===== src/rtl/xnor_sync_detector.sv =====
// xnor_sync_detector
// Serial sync-word correlator with a hunt/verify/lock frame synchroniser.
// A sliding window of the newest PAT_W bits is compared against PATTERN
// by XNOR agreement. A window with at most MAX_ERR disagreeing bits counts
// as a match. A flywheel bit counter tracks where the next sync word
// should end, so the FSM only has to check one position per frame.
//
// Handshake: in_valid is a one-way strobe and there is no ready signal.
// The block accepts in_bit on every rising edge where in_valid=1. Every
// piece of state, including the window, the counters and the FSM,
// advances only on those edges. On edges where in_valid=0, err_cnt holds
// and the match and frame_start pulses are forced low.
module xnor_sync_detector #(
   parameter int               PAT_W      = 16,
   parameter logic [PAT_W-1:0] PATTERN    = 16'hA5C3,
   parameter int               MAX_ERR    = 1,
   parameter int               FRAME_LEN  = 64,
   parameter int               LOCK_CNT   = 2,
   parameter int               UNLOCK_CNT = 3
) (
   input  logic                       clk,
   input  logic                       rst,
   input  logic                       in_valid,
   input  logic                       in_bit,
   output logic [$clog2(PAT_W+1)-1:0] err_cnt,
   output logic                       match,
   output logic                       locked,
   output logic                       frame_start,
   output logic [1:0]                 state
);

   localparam int EW = $clog2(PAT_W + 1);
   localparam int PW = $clog2(FRAME_LEN);
   localparam int HW = $clog2(LOCK_CNT + 1);
   localparam int MW = $clog2(UNLOCK_CNT + 1);

   typedef enum logic [1:0] {
      S_HUNT   = 2'd0,
      S_VERIFY = 2'd1,
      S_LOCK   = 2'd2
   } state_t;

   // Only the previous PAT_W-1 bits are stored. The incoming bit completes
   // the PAT_W-bit window, so the oldest bit is never needed again.
   logic [PAT_W-2:0] hist_q;
   logic [EW-1:0]    fill_q;
   logic [PW-1:0]    pos_q;
   logic [HW-1:0]    hits_q;
   logic [MW-1:0]    misses_q;
   state_t           state_q;
   logic [EW-1:0]    err_q;
   logic             match_q;
   logic             fs_q;
   logic             locked_q;

   logic [PAT_W-1:0] win_next;
   logic [PAT_W-1:0] agree;
   logic [EW-1:0]    agree_cnt;
   logic [EW-1:0]    mism;
   logic [EW-1:0]    fill_n;
   logic             full_now;
   logic             hit_now;
   logic             at_exp;

   state_t           state_n;
   logic [PW-1:0]    pos_n;
   logic [HW-1:0]    hits_n;
   logic [MW-1:0]    misses_n;
   logic             fs_n;

   // Build the window, count the agreeing bits and derive the mismatch count.
   always_comb begin
      win_next  = {hist_q, in_bit};
      agree     = ~(win_next ^ PATTERN);
      agree_cnt = '0;
      for (int i = 0; i < PAT_W; i++) begin
         agree_cnt = agree_cnt + EW'(agree[i]);
      end
      mism     = EW'(PAT_W) - agree_cnt;
      // The window counts as full once this bit is the PAT_W-th accepted bit.
      full_now = (32'(fill_q) + 1) >= PAT_W;
      fill_n   = (32'(fill_q) == PAT_W) ? fill_q : fill_q + EW'(1);
      hit_now  = full_now && (32'(mism) <= MAX_ERR);
      at_exp   = (32'(pos_q) == (FRAME_LEN - 1));
   end

   // Next-state logic for the hunt/verify/lock FSM and the flywheel counter.
   always_comb begin
      state_n  = state_q;
      hits_n   = hits_q;
      misses_n = misses_q;
      fs_n     = 1'b0;
      pos_n    = at_exp ? '0 : pos_q + PW'(1);
      if (in_valid) begin
         case (state_q)
            S_HUNT: begin
               if (hit_now) begin
                  pos_n = '0;
                  if (LOCK_CNT == 1) begin
                     // A single hit is enough, so lock straight away.
                     // The frame starts on this bit.
                     state_n  = S_LOCK;
                     hits_n   = HW'(1);
                     misses_n = '0;
                     fs_n     = 1'b1;
                  end else begin
                     state_n = S_VERIFY;
                     hits_n  = HW'(1);
                  end
               end
            end
            S_VERIFY: begin
               if (at_exp) begin
                  if (hit_now) begin
                     if ((32'(hits_q) + 1) == LOCK_CNT) begin
                        // Lock is declared on this sync word, so it already
                        // marks the start of a frame.
                        state_n  = S_LOCK;
                        misses_n = '0;
                        fs_n     = 1'b1;
                     end else begin
                        hits_n = hits_q + HW'(1);
                     end
                  end else begin
                     state_n = S_HUNT;
                     hits_n  = '0;
                  end
               end
            end
            S_LOCK: begin
               if (at_exp) begin
                  // Flywheel: mark the frame even if the sync word was damaged.
                  fs_n = 1'b1;
                  if (hit_now) begin
                     misses_n = '0;
                  end else if ((32'(misses_q) + 1) == UNLOCK_CNT) begin
                     state_n  = S_HUNT;
                     misses_n = '0;
                     hits_n   = '0;
                  end else begin
                     misses_n = misses_q + MW'(1);
                  end
               end
            end
            default: begin
               state_n = S_HUNT;
            end
         endcase
      end
   end

   // Window, fill, flywheel and FSM registers. All of them advance only on accepted bits.
   always_ff @(posedge clk) begin
      if (rst) begin
         hist_q   <= '0;
         fill_q   <= '0;
         pos_q    <= '0;
         hits_q   <= '0;
         misses_q <= '0;
         state_q  <= S_HUNT;
         locked_q <= 1'b0;
      end else if (in_valid) begin
         hist_q   <= win_next[PAT_W-2:0];
         fill_q   <= fill_n;
         pos_q    <= pos_n;
         hits_q   <= hits_n;
         misses_q <= misses_n;
         state_q  <= state_n;
         locked_q <= (state_n == S_LOCK);
      end
   end

   // Registered outputs: err_cnt holds between accepted bits and both pulses last one cycle.
   always_ff @(posedge clk) begin
      if (rst) begin
         err_q   <= '0;
         match_q <= 1'b0;
         fs_q    <= 1'b0;
      end else begin
         match_q <= 1'b0;
         fs_q    <= 1'b0;
         if (in_valid) begin
            err_q   <= mism;
            match_q <= hit_now;
            fs_q    <= fs_n;
         end
      end
   end

   assign err_cnt     = err_q;
   assign match       = match_q;
   assign locked      = locked_q;
   assign frame_start = fs_q;
   assign state       = state_q;

endmodule


===== config.mk =====
export PLATFORM = sky130hd
export DESIGN_NAME = xnor_sync_detector
export DESIGN_NICKNAME = d
export VERILOG_FILES = /design/src/rtl/xnor_sync_detector.sv
export SDC_FILE = /design/constraint.sdc
export NUM_CORES = 1
export LEC_CHECK = 0
export ABC_AREA = 1
export CORE_ASPECT_RATIO = 1.75
export CORE_MARGIN = 10
export CORE_UTILIZATION = 35
export CTS_CLUSTER_SIZE = 10
export DETAILED_ROUTE_END_ITERATION = 8
export GPL_TIMING_DRIVEN = 0
export SKIP_LAST_GASP = 1
export SLEW_MARGIN = 15
export SYNTH_ARGS = -nofsm -noshare
export SYNTH_HDL_FRONTEND = slang
export SYNTH_SLANG_ARGS = --single-unit
export TNS_END_PERCENT = 5

===== constraint.sdc =====
create_clock -name clk -period 10.2 [get_ports clk]
set_input_delay 1.53 -clock clk [delete_from_list [all_inputs] [get_ports clk]]
set_output_delay 1.53 -clock clk [all_outputs]
set_load 0.02 [all_outputs]

==> summary.md <==
| Metric | Value |
|---|---|
| Layout net count | 337 |
| Number of global-route vias before repair | between 1500 and 2000 |
| Unique masters post-synth | 35 |
| Mapped Nets | roughly 320 |
| Clock Tree Root | clkbuf_8 |
| Design Area, Final | 0.00263 mm2 |
| Initial core utilization | 0.364 |
| Clk sinks | 40 |
| Peak Freq | ~0.2 GHz |
| Seq cells post-synth | 40 |
| Area share of the largest cell type after synthesis | 0.350 |
| CP Data Required Time | slightly above 10000 ps |
| Maximum clock path buffer count | 2 |
| Max-Cap Viols | 0 |
| Die Height | between 100 and 150 um |
| Hold Crit Class | flop to flop |
| Register area share after synthesis | 0.350 |
| Endpoint class of the critical path | flop |
| Worst-path maximum fanout | 8 |
| H-tree depth | 2 |
| Placed Area | 0.00250 mm2 |
| Combinational Power Share | 0.384 |
| Clock power share | 0.270 |
| I/O Pins | 14 |
| Clock transition at path regs | 80 ps |
| Die footprint | roughly 0.010 mm2 |
| Via count | between 1500 and 2000 |
| Post-Syn Instances | around 280 |
| All-Layer GR Usage | 0.103 |
| Period utilisation layout | 0.490 |
| FP Rows | 38 |
| I/O Buffers | 12 |
| Int Pwr | between 0.3 and 0.4 mW |
| Synth Warn # | 0 |
| Initial antenna violation count | 0 |
| Layout cells sized above 1 | 0.0855 |
| Top cells by area, synth | dfxtp_1 35%, ha_1 10%, fa_1 9.6% |
| HPWL Detailed | 3860 um |
| First-pass iteration count of the detailed router | 4 |
| TNS Setup | 0 ps |
| Post-CTS Repair Setup Buffers | 0 |
| Worst slew pin tran | slightly above 500 ps |
| Synthesized cell area | roughly 0.0023 mm2 |
| Avg Cell Area, Syn | between 8 and 9 um2 |
| Grt total ovfl | 0 |
| WS Path Type | flop to flop |
| Max VDD drop | 142 uV |
| Core area | ~0.0063 mm2 |
| Outcome | complete, no violations |
| Global-route wire length before repair | roughly 8500 um |
| Wire length per cell | ~13 um |
| Inserted Clock Buffers | 5 |
| DR DRC count | 0 |
| Routed vias/inst | 4.82 |
| Clk Latency, worst-skew pair | 290 ps |
| Final wirelength | between 4000 and 5000 um |
| Final hold vios | 0 |
| Net Sw Power | about 0.19 mW |
| Max Slew Vio Count | 0 |
| Gpl congestion | 0.812 |
| P&R area growth vs syn | 15.2% |
| Hold-fix buffers, CTS | 0 |
| Worst Clk Skew | about 5 ps |
| Resized Gates After CTS | 0 |
| Place WS | 5160 ps |
| Switching share of power | 0.353 |
| Placed cell count | between 300 and 400 |
| Hold_ws | approximately 470 ps |
| Total power | approximately 0.53 mW |
| Fin crit period | approximately 5000 ps |
| Crit path launch type | flop |
| Drt initial violations | 70 |
| Largest net degree at the start of global routing | 13 |
| Worst rel slew slack | 0.656 |
| Part of the power in registers | 0.346 |
| N_diodes | 0 |
| Die W | ~80 um |
| Leak | between 1 and 1.5 nW |
| TritonCTS clock tree | built |
| Layout Cells excl Fill | roughly 380 |
| Final core occ | 0.419 |
| PwrDens | ~200 mW/mm2 |
| Post-DRT Antenna Nets | 0 |
| Synth area leader | dfxtp_1 |
| Setup WS post-layout | roughly 5200 ps |
| RSZ-0062 raised after global routing | no |
| Final setup vio count | 0 |
| Arrival time at the worst endpoint | roughly 5200 ps |
## cell families after synthesis
logic type | count (synthesis) | share of synthesized area
flops | 40 | 0.350
xor+xnor | 3 | 0.0115
buf+inv | 61 | 0.110
fa+ha+maj | 30 | 0.200
simple gates | 87 | 0.178
compound gates | 63 | 0.150
## area by class of cell
| type | instances | area [um2] |
|---|---|---|
| plain buffers | 10 | 60.1 |
| clock buffers | 7 | 96.3 |
| clock inverters | 1 | 30.0 |
| fillers | 661 | 3640 |
| inverters | 51 | 191 |
| multi-input cells | 183 | 1230 |
| flip-flops and latches | 40 | 801 |
| well taps | 80 | 100 |
| repair buffers | 12 | 120 |
## flip-flops by register name, indices dropped and copies added, names as in the netlist
signal / flops
hist_q: 15
pos_q: 6
err_cnt: 5
fill_q: 5
hits_q: 2
misses_q: 2
state: 2
frame_start: 1
locked: 1
match: 1
## worst max-delay path, cell delays in order, from the launching register on
cell and delay [ps]:
dfxtp_1 340, fa_1 560, ha_1 150, inv_1 50
fa_1 480, fa_1 560, inv_1 60, fa_1 410
inv_1 80, fa_1 410, inv_1 70, ha_1 160
fa_1 400, inv_1 80, nand2_1 50, nor2_1 270
nand2_4 140, inv_2 100, nand2_1 100, a21oi_1 130
nand2_1 80, nand2_1 60, nor2_1 40, nor2_1 80
nor2_1 40
## synthesized netlist by cell type, drive strengths merged
library cell   n
nor3b          1
nor3           6
nand3         12
nor2          36
inv           51
o2111ai        1
nand4          3
ha            19
a31oi          1
a41oi          1
a211oi         1
nand2         28
a21oi         25
o211ai         1
o21bai         2
clkbuf         7
xnor2          1
nor4           1
dfxtp         40
xor2           2
buf            3
fa            11
o21ai         31
## power groups by stage
stage,Sequential [mW],Combinational [mW],Clock [mW]
after floorplan,0.195,0.135,0
after global placement,0.186,0.201,0
after detailed placement,0.187,0.206,0
after CTS,0.183,0.209,0.145
after global routing,0.185,0.238,0.151
final,0.183,0.203,0.143
## final timing paths
kind | endpoint | cells after the start | from | slack [ps]
min reg2reg | hits_q[1] | 2 | hits_q[1] | 470
max | locked | 24 | hist_q[3] | 5200
min | hits_q[1] | 2 | hits_q[1] | 470
max reg2reg | locked | 24 | hist_q[3] | 5200
## cells in the final DEF (no fill, tap or decap), types with 2 or more instances in the layout
| cell type | n |
|---|---|
| a21oi_1 | 25 |
| clkbuf_1 | 6 |
| clkbuf_8 | 8 |
| clkdlybuf4s50_1 | 12 |
| dfxtp_1 | 40 |
| fa_1 | 11 |
| ha_1 | 19 |
| inv_1 | 50 |
| nand2_1 | 23 |
| nand2_2 | 4 |
| nand3_1 | 9 |
| nand3_2 | 3 |
| nand4_1 | 2 |
| nor2_1 | 34 |
| nor2_2 | 2 |
| nor3_1 | 6 |
| o21ai_0 | 29 |
| xor2_1 | 2 |
## per-layer routing
layer	share of wire	vias to the layer above	track usage
li1	-	945	-
met1	0.38	873	0.0950
met2	0.57	22	0.205
met3	0.033	9	0.0226
met4	0.016	0	0.0348
met5	0	-	0
No activity file was read; power rests on OpenSTA's default activity.
